[config.mk]
export PLATFORM = sky130hd
export DESIGN_NAME = norm_cdf
export DESIGN_NICKNAME = d
export VERILOG_FILES = /design/src/rtl/norm_pkg.sv /design/src/rtl/norm_cdf_lut.sv /design/src/rtl/norm_cdf.sv
export SDC_FILE = /design/constraint.sdc
export NUM_CORES = 1
export LEC_CHECK = 0
export ABC_CLOCK_PERIOD_IN_PS = 17680
export BUFFER_PORTS_ARGS = -buffer_cell sky130_fd_sc_hd__buf_2
export CAP_MARGIN = 20
export CORE_ASPECT_RATIO = 0.8
export CORE_MARGIN = 3
export CORE_UTILIZATION = 60
export DETAILED_ROUTE_END_ITERATION = 10
export PLACE_DENSITY = 0.79
export SYNTH_ARGS = -nofsm -noshare
export SYNTH_HDL_FRONTEND = slang
export SYNTH_HIERARCHICAL = 1
export SYNTH_SLANG_ARGS = --single-unit
[constraint.sdc]
create_clock -name clk_i -period 17.68 [get_ports clk_i]
set_input_delay 3.536 -clock clk_i [delete_from_list [all_inputs] [get_ports clk_i]]
set_output_delay 3.536 -clock clk_i [all_outputs]
set_load 0.05 [all_outputs]
[src/rtl/norm_pkg.sv]
// Shared Q16.16 constants and the 33-entry standard normal CDF table for norm_cdf.
// T[i] = round(N(i * 0.125) * 65536), i = 0..32.
package norm_pkg;

    localparam int unsigned WIDTH = 32;
    localparam int unsigned FBITS = 16;
    localparam int unsigned YW    = 17;  // table/result width, holds ONE
    localparam int unsigned FRACW = 13;
    localparam int unsigned IDXW  = 5;
    localparam int unsigned IDX_LSB = FRACW;
    localparam int unsigned DEPTH = 33;

    localparam logic [YW-1:0]  ONE       = 17'h10000;
    localparam logic [YW-1:0]  HALF      = 17'h08000;
    localparam logic [WIDTH:0] SAT_LIMIT = 33'h0_0004_0000;

    typedef enum logic [2:0] {StIdle, StAbs, StLut, StMul, StSign} state_e;

    function automatic logic [YW-1:0] norm_tbl(input logic [IDXW:0] i);
        logic [YW-1:0] t;
        case (i)
            6'd0:  t = 17'h08000;  6'd1:  t = 17'h08CBC;  6'd2:  t = 17'h09945;
            6'd3:  t = 17'h0A56B;  6'd4:  t = 17'h0B104;  6'd5:  t = 17'h0BBE8;
            6'd6:  t = 17'h0C5FC;  6'd7:  t = 17'h0CF29;  6'd8:  t = 17'h0D762;
            6'd9:  t = 17'h0DEA5;  6'd10: t = 17'h0E4F4;  6'd11: t = 17'h0EA5A;
            6'd12: t = 17'h0EEE6;  6'd13: t = 17'h0F2AB;  6'd14: t = 17'h0F5BF;
            6'd15: t = 17'h0F838;  6'd16: t = 17'h0FA2D;  6'd17: t = 17'h0FBB3;
            6'd18: t = 17'h0FCDF;  6'd19: t = 17'h0FDC1;  6'd20: t = 17'h0FE69;
            6'd21: t = 17'h0FEE4;  6'd22: t = 17'h0FF3D;  6'd23: t = 17'h0FF7C;
            6'd24: t = 17'h0FFA8;  6'd25: t = 17'h0FFC6;  6'd26: t = 17'h0FFDA;
            6'd27: t = 17'h0FFE8;  6'd28: t = 17'h0FFF1;  6'd29: t = 17'h0FFF7;
            6'd30: t = 17'h0FFFA;  6'd31: t = 17'h0FFFD;  6'd32: t = 17'h0FFFE;
            default: t = ONE;
        endcase
        return t;
    endfunction

endpackage

[src/rtl/norm_cdf_lut.sv]
// Combinational ROM returning the two table entries that bracket an interpolation segment.
module norm_cdf_lut
    import norm_pkg::*;
(
    input  logic [IDXW-1:0] idx_i,
    output logic [YW-1:0]   lo_o,
    output logic [YW-1:0]   hi_o
);

    always_comb begin
        lo_o = norm_tbl({1'b0, idx_i});
        hi_o = norm_tbl({1'b0, idx_i} + 6'd1);
    end

endmodule

[src/rtl/norm_cdf.sv]
// Time-shared normal CDF for d1 then d2: ABS, LUT, MUL, SIGN per operand, 8-cycle latency.
// Define NORM_CDF_ROUND_EN to round the interpolation term half up instead of truncating.
module norm_cdf
    import norm_pkg::*;
(
    input  logic                    clk_i,
    input  logic                    reset_ni,
    input  logic                    start_i,
    input  logic signed [WIDTH-1:0] d1_i,
    input  logic signed [WIDTH-1:0] d2_i,
    output logic        [WIDTH-1:0] nd1_o,
    output logic        [WIDTH-1:0] nd2_o,
    output logic                    busy_o,
    output logic                    valid_o
);

    state_e                  state_q;
    logic signed [WIDTH-1:0] op1_q, op2_q;
    logic                    sel_q, neg_q, sat_q, busy_q, valid_q;
    logic        [WIDTH:0]   abs_q;
    logic        [FRACW-1:0] frac_q;
    logic        [YW-1:0]    t0_q, t1_q, y_q;
    logic        [WIDTH-1:0] nd1_q, nd2_q;

    logic signed [WIDTH:0]   x_ext;
    logic        [YW-1:0]    lut_lo, lut_hi, y_d, res;
    logic signed [31:0]      diff, prod, term;

    norm_cdf_lut u_lut (
        .idx_i (abs_q[IDX_LSB+IDXW-1:IDX_LSB]),
        .lo_o  (lut_lo),
        .hi_o  (lut_hi)
    );

    always_comb begin
        // Sign-extend to WIDTH+1 so negating 0x80000000 cannot wrap.
        x_ext = sel_q ? {op2_q[WIDTH-1], op2_q} : {op1_q[WIDTH-1], op1_q};
        diff  = $signed({15'd0, t1_q}) - $signed({15'd0, t0_q});
        prod  = diff * $signed({19'd0, frac_q});
`ifdef NORM_CDF_ROUND_EN
        term  = (prod + 32'sd4096) >>> FRACW;
`else
        term  = prod >>> FRACW;
`endif
        y_d   = sat_q ? ONE : t0_q + term[YW-1:0];
        res   = neg_q ? ONE - y_q : y_q;
    end

    always_ff @(posedge clk_i or negedge reset_ni) begin
        if (!reset_ni) begin
            state_q <= StIdle;
            op1_q   <= '0;
            op2_q   <= '0;
            sel_q   <= 1'b0;
            neg_q   <= 1'b0;
            sat_q   <= 1'b0;
            abs_q   <= '0;
            frac_q  <= '0;
            t0_q    <= '0;
            t1_q    <= '0;
            y_q     <= '0;
            nd1_q   <= '0;
            nd2_q   <= '0;
            busy_q  <= 1'b0;
            valid_q <= 1'b0;
        end else begin
            valid_q <= 1'b0;
            unique case (state_q)
                StIdle: begin
                    if (start_i) begin
                        op1_q   <= d1_i;
                        op2_q   <= d2_i;
                        sel_q   <= 1'b0;
                        busy_q  <= 1'b1;
                        state_q <= StAbs;
                    end
                end
                StAbs: begin
                    abs_q   <= x_ext[WIDTH] ? -x_ext : x_ext;
                    neg_q   <= x_ext[WIDTH];
                    state_q <= StLut;
                end
                StLut: begin
                    sat_q   <= (abs_q >= SAT_LIMIT);
                    frac_q  <= abs_q[FRACW-1:0];
                    t0_q    <= lut_lo;
                    t1_q    <= lut_hi;
                    state_q <= StMul;
                end
                StMul: begin
                    y_q     <= y_d;
                    state_q <= StSign;
                end
                StSign: begin
                    if (!sel_q) begin
                        nd1_q   <= {15'd0, res};
                        sel_q   <= 1'b1;
                        state_q <= StAbs;
                    end else begin
                        nd2_q   <= {15'd0, res};
                        valid_q <= 1'b1;
                        busy_q  <= 1'b0;
                        state_q <= StIdle;
                    end
                end
                default: state_q <= StIdle;
            endcase
        end
    end

    assign nd1_o   = nd1_q;
    assign nd2_o   = nd2_q;
    assign busy_o  = busy_q;
    assign valid_o = valid_q;

endmodule
==> impl_metrics.env, run 1 <==
export IMPL_status="finished clean"
export IMPL_slowest_delay_ps=870
export IMPL_ctsHoldBuffers=0
export IMPL_antenna_found_initial=2
export IMPL_path_buf_inv=4
export IMPL_worstPathMaxFanout=13
export IMPL_vias=15400
export IMPL_mostFrequentLayoutCells="297 x inv_1, 258 x nand2_1, 215 x fa_1"
export IMPL_grt_usage_pct=28.0
export IMPL_synthDistinctLibCells=85
export IMPL_yosys_warnings=6
export IMPL_syn_inst=2195
export IMPL_critical_path_required_ps=18030
export IMPL_hold_class="reg2reg"
export IMPL_drv_cap=0
export IMPL_slowest_stage="xor2_1"
export IMPL_drtPass1Iterations=6
export IMPL_hold_violations=0
export IMPL_initial_utilization_pct=61.9
export IMPL_grt_pass1_wl_um=81700
export IMPL_setup_tns_ps=0
export IMPL_diodes=0
export IMPL_layout_commonest_cell="inv_1"
export IMPL_critPathMostFrequentCell="fa_1"
export IMPL_worstPathArrival_ps=10990
export IMPL_synth_ff_type="dfrtp_1"
export IMPL_slew_limit_headroom_pct=22.6
export IMPL_clk_latency_ps=520
export IMPL_drc=0
export IMPL_synth_edf_count=0
export IMPL_final_setup_viol_count=0
export IMPL_drt_initial_drc_count=1211
export IMPL_cts_root_buf="clkbuf_16"
export IMPL_clk_pin_slew_worst_paths_ps=60
export IMPL_syn_area_um2=20400
export IMPL_dieArea_um2=36300
export IMPL_ant_nets=0
export IMPL_highest_layer="met5"
export IMPL_io_buffers=102
export IMPL_area_growth_pct=6.50
export IMPL_cts_setup_buffers=0
export IMPL_avgRoutedWirePerCell_um=18.4
export IMPL_ys_ff_latch=203
export IMPL_wl_met2_um=23000
export IMPL_clockBufferDepth=3
export IMPL_layout_drive_gt1_share_pct=13.2
export IMPL_cp_start_kind="flip-flop"
export IMPL_htree_levels=1
export IMPL_first_global_vias=15900
export IMPL_critPathTopFamily="adder cells"
export IMPL_grt_max_degree=78
export IMPL_seq_area_frac_synth_pct=24.9
export IMPL_wl_met1_um=20800
export IMPL_grt_overflow=0
export IMPL_max_freq_mhz=94.1
export IMPL_cts_resized=0
export IMPL_gp_congestion=0.934
export IMPL_worstMarginPinSlew_ps=1160
export IMPL_finalCritPeriodShare_pct=60.1
export IMPL_dp_hpwl_um=37600
export IMPL_routed_wl_um=49100
export IMPL_clkSinkCount=203
export IMPL_die_y_um=171
export IMPL_coreArea_um2=33000
export IMPL_syn_area_per_cell_um2=9.30
export IMPL_num_rows=59
export IMPL_cts_buffers_inserted=21
export IMPL_io_pins=133
export IMPL_crit_path_end_kind="flip-flop"
export IMPL_clock_skew_ps=11.2
export IMPL_die_width_um=212
export IMPL_async_reset_ff_share_pct=100
export IMPL_cts_tree="built"
export IMPL_vias_per_cell=5.76
export IMPL_design_area_um2=21700
export IMPL_crit_type="reg2reg"
export IMPL_dpl_cell_area_um2=21000
export IMPL_dr_wl_met3_um=3790
export IMPL_period_minus_slack_ps=10630
export IMPL_grt_setup_unrepaired="false"
export IMPL_fin_nets=2624
export IMPL_drv_slew=0
## Yosys cell counts (4+ instances only)
library cell,n,share of area (%)
a31oi_1,24,0.74
o21a_1,8,0.29
nand4_1,6,0.18
inv_1,297,5.5
buf_4,34,1.3
or3_1,10,0.31
nand3_1,19,0.47
xnor2_1,53,2.3
nor2b_1,25,0.77
a21o_1,11,0.40
xor2_1,43,1.8
a22o_1,13,0.56
buf_1,8,0.15
nor4_1,5,0.15
nand2_1,259,4.8
and3_1,10,0.31
o21ai_1,7,0.17
fa_1,215,21
a211oi_1,8,0.29
nor2_1,86,1.6
ha_1,118,7.2
nand2b_1,32,0.98
dfrtp_1,203,25
mux2i_1,34,1.7
or4_1,6,0.22
o211ai_1,11,0.40
nor3b_1,8,0.29
mux2_2,102,5.6
o311ai_0,6,0.26
a21oi_1,69,1.7
o21ai_0,142,3.5
o31ai_1,8,0.29
nand3b_1,4,0.15
buf_2,15,0.37
clkbuf_1,89,1.6
buf_6,6,0.33
and2_1,100,3.1
nor3_1,24,0.59
o32a_1,4,0.20
## stage by stage
| step | hold slack [ps] | cells | setup WS (ps) | util (%) |
|---|---|---|---|---|
| after floorplan | 441 | 2224 | 8180 | - |
| after global placement | 452 | 2625 | 7320 | 63.7 |
| after detailed placement | 464 | 2625 | 7060 | 63.7 |
| after CTS | 477 | 2662 | 7020 | 65.8 |
| after global routing | 497 | 2665 | 6420 | 65.9 |
| final | 474 | 2665 | 7050 | 65.9 |
## sequential cells by signal, indices dropped and copies added (netlist names), 3 cells and up
signal	cells
frac_q	13
nd1_o	17
abs_q	33
op2_q	32
t0_q	17
t1_q	17
nd2_o	17
op1_q	32
y_q	17
state_q	3
## final timing paths
| path | start | endpoint | slack [ps] | cells past startpoint |
|---|---|---|---|---|
| max in group asynchronous | reset_ni | op1_q[18] | 12530 | 3 |
| max | t0_q[0] | y_q[16] | 7050 | 42 |
| max reg2reg | t0_q[0] | y_q[16] | 7050 | 42 |
| min in group asynchronous | reset_ni | nd1_o[7] | 2990 | 1 |
| min reg2reg | abs_q[10] | abs_q[10] | 470 | 2 |
| min | abs_q[10] | abs_q[10] | 470 | 2 |
## metal layers
metal / GRT usage (%) / vias up
li1: - / 7115
met1: 38.7 / 7572
met2: 45.4 / 551
met3: 5.33 / 118
met4: 8.06 / 2
met5: 0 / -
## layout make-up
type,count,area [um^2]
multi-input combinational,1571,13600
clock buffer,30,579
clock inverter,7,98.8
timing repair buffer,130,746
sequential,203,5080
fill,2593,11300
tap,427,534
inverter,297,1110
## worst register-to-register path, delay by kind of cell (launching register included)
kind / cells / cell delay [ps]
simple gates: 9 / 2000
buf+inv: 4 / 280
compound gates: 15 / 2330
xor+xnor: 4 / 1360
flops: 1 / 410
fa+ha+maj: 10 / 4100
## logic make-up after synthesis
logic type	Yosys count	synth area share [%]
simple gates	609	14.5
buf+inv	450	9.22
compound gates	356	10.9
fa+ha+maj	334	28.4
flops	203	24.9
mux	140	7.58
xor+xnor	100	4.55
other cells	3	0.0552
Power of run 1 is left out: the tool's default activity adds up to more than one toggle a clock period on the data nets, which glitch-free logic cannot reach.
==> run 2, diff against run 1 <==
- ABC_CLOCK_PERIOD_IN_PS: 17680 -> 8700
- CORE_UTILIZATION: 60 -> 57
- clock period: 17.68 -> 8.7 ns (I/O delays scaled with it)
==> run 2 against run 1 <==
The run now ends with setup timing left. Design area rose by 8.2%. Non-clock buffer count rose by 177. Critical path type unchanged. Fmax rose by 9.3%. Sequential cell count did not move. Critical path depth did not move. Worst hold slack got worse by 3.2 ps. Sequential share of layout area fell by 1.8 points. Cell count rose by 8.4%. Highest routed layer unchanged. Global-route usage fell by 0.20 points. Via count rose by 7.3%. Utilization rose by 1.2 points.
==> impl_metrics.env, run 2 (synthesized netlist as in run 1, its figures left out) <==
export IMPL_status="complete, but fails checks"
export IMPL_violations="setup timing"
export IMPL_critical_path_required_ps=9040
export IMPL_drv_slew=0
export IMPL_fin_ws_ps=-1030
export IMPL_cts_buffers_inserted=21
export IMPL_grt_use_met1_pct=38.9
export IMPL_avgRoutedWirePerCell_um=18.2
export IMPL_grt_max_degree=135
export IMPL_drc=0
export IMPL_top_regs="abs_q (33), op1_q (32), op2_q (32)"
export IMPL_num_rows=61
export IMPL_slew_limit_headroom_pct=32.6
export IMPL_critPathMostFrequentCell="fa_1"
export IMPL_grt_setup_unrepaired="true"
export IMPL_first_global_vias=17000
export IMPL_clk_pin_slew_worst_paths_ps=60
export IMPL_io_buffers=102
export IMPL_top_register="abs_q"
export IMPL_die_y_um=175
export IMPL_cp_start_kind="flip-flop"
export IMPL_seqCellArea_um2=5080
export IMPL_crit_type="reg2reg"
export IMPL_use_met3_pct=5.88
export IMPL_antenna_found_initial=2
export IMPL_period_minus_slack_ps=9730
export IMPL_rr_worst_depth=42
export IMPL_die_width_um=218
export IMPL_gp_congestion=0.955
export IMPL_clkSinkCount=203
export IMPL_slowest_stage="fa_1"
export IMPL_cts_tree="built"
export IMPL_grt_usage_pct=27.8
export IMPL_clockBufferDepth=3
export IMPL_hold_violations=0
export IMPL_ant_nets=0
export IMPL_r2r_start="t1_q[0]"
export IMPL_use_met2_pct=44.4
export IMPL_dieArea_um2=38100
export IMPL_max_freq_mhz=103
export IMPL_r2r_setup_slack_ps=-1030
export IMPL_layout_drive_gt1_share_pct=21.9
export IMPL_dp_hpwl_um=40400
export IMPL_grt_busiest_layer="met2"
export IMPL_layout_commonest_cell="inv_1"
export IMPL_hold_class="reg2reg"
export IMPL_drt_initial_drc_count=1496
export IMPL_grt_overflow=0
export IMPL_grt_pass1_wl_um=86100
export IMPL_worstPathArrival_ps=10070
export IMPL_drtPass1Iterations=7
export IMPL_slowest_delay_ps=560
export IMPL_clk_latency_ps=530
export IMPL_diodes=0
export IMPL_vias_per_cell=5.70
export IMPL_vias=16500
export IMPL_r2r_end="y_q[16]"
export IMPL_routed_wl_um=52700
export IMPL_area_growth_pct=15.2
export IMPL_finalCritPeriodShare_pct=112
export IMPL_htree_levels=1
export IMPL_clock_skew_ps=27.8
export IMPL_io_pins=133
export IMPL_largest_reg_flops=33
export IMPL_drv_cap=0
export IMPL_worstMarginPinSlew_ps=1010
export IMPL_coreArea_um2=35000
export IMPL_nFillCells=2641
export IMPL_holdWs_ps=471
export IMPL_multi_input_area_um2=13900
export IMPL_final_setup_viol_count=10
export IMPL_min_to="busy_o"
export IMPL_crit_path_end_kind="flip-flop"
export IMPL_cts_root_buf="clkbuf_16"
export IMPL_min_path_cells=1
export IMPL_mostFrequentLayoutCells="291 x inv_1, 258 x nand2_1, 213 x fa_1"
export IMPL_fin_nets=2801
export IMPL_initial_utilization_pct=58.3
export IMPL_holdCritStartpoint="busy_o"
export IMPL_worstPathMaxFanout=7
[run 2: cell types whose count changed in the layout (fill, tap and decap cells not counted), sizes merged]
cell / previous run / this run
clkinvlp: 1 / 0
clkbuf: 31 / 29
bufinv: 2 / 4
clkinv: 3 / 4
inv: 298 / 299
buf: 129 / 306
[run 2: repair_timing]
item	CTS	global route
buffers inserted	4	6
setup endpoints to repair	12	13
hold buffers	0	0
resized for setup	17	38
pin swaps	14	28
[run 2: final cells by class]
type,count,area share [%]
Timing Repair Buffer,307,8.99
Sequential cell,203,21.6
Tap cell,472,2.51
Clock buffer,28,2.47
Clock inverter,10,0.687
Multi-Input combinational cell,1571,59.0
Inverter,297,4.74
[run 2: worst max-delay path by stage]
| stage | start | endpoint | depth (start not counted) |
|---|---|---|---|
| floorplan | t0_q[1] | y_q[16] | 39 |
| global placement | t1_q[0] | y_q[16] | 42 |
| detailed placement | t1_q[0] | y_q[16] | 42 |
| CTS | t0_q[0] | y_q[16] | 40 |
| global route | t0_q[0] | y_q[16] | 41 |
| finish | t1_q[0] | y_q[16] | 42 |
[run 2: through the flow]
stage	worst slack (ps)	area, um^2	TNS, ps	std cells	utilization, %
final	-1030	23500	-4360	2888	67.1
after global routing	-1390	23500	-7790	2888	67.1
after CTS	-977	23200	-3820	2881	66.3
after detailed placement	-1020	22400	-4830	2839	64.0
after global placement	-773	22400	-2780	2838	63.9
after floorplan	-394	20600	-394	2224	-
[run 2: critical path: cells and delay by family, from the launching register on]
kind | cells | cell delay, ps
adders and majority gates | 10 | 4050
AOI/OAI and AO/OA | 13 | 2280
and+or+nand+nor | 8 | 1600
xor gates and xnor gates | 4 | 650
buffers and inverters | 7 | 610
DFF | 1 | 370
[run 2: per-layer routing]
metal | vias to the layer above | share of wire [%] | wire (um)
li1 | 7481 | - | -
met5 | - | 0.028 | 15
met2 | 678 | 47 | 24600
met1 | 8200 | 43 | 22400
met4 | 2 | 2.7 | 1420
met3 | 112 | 7.9 | 4180
Power of run 2 is left out for the same reason.
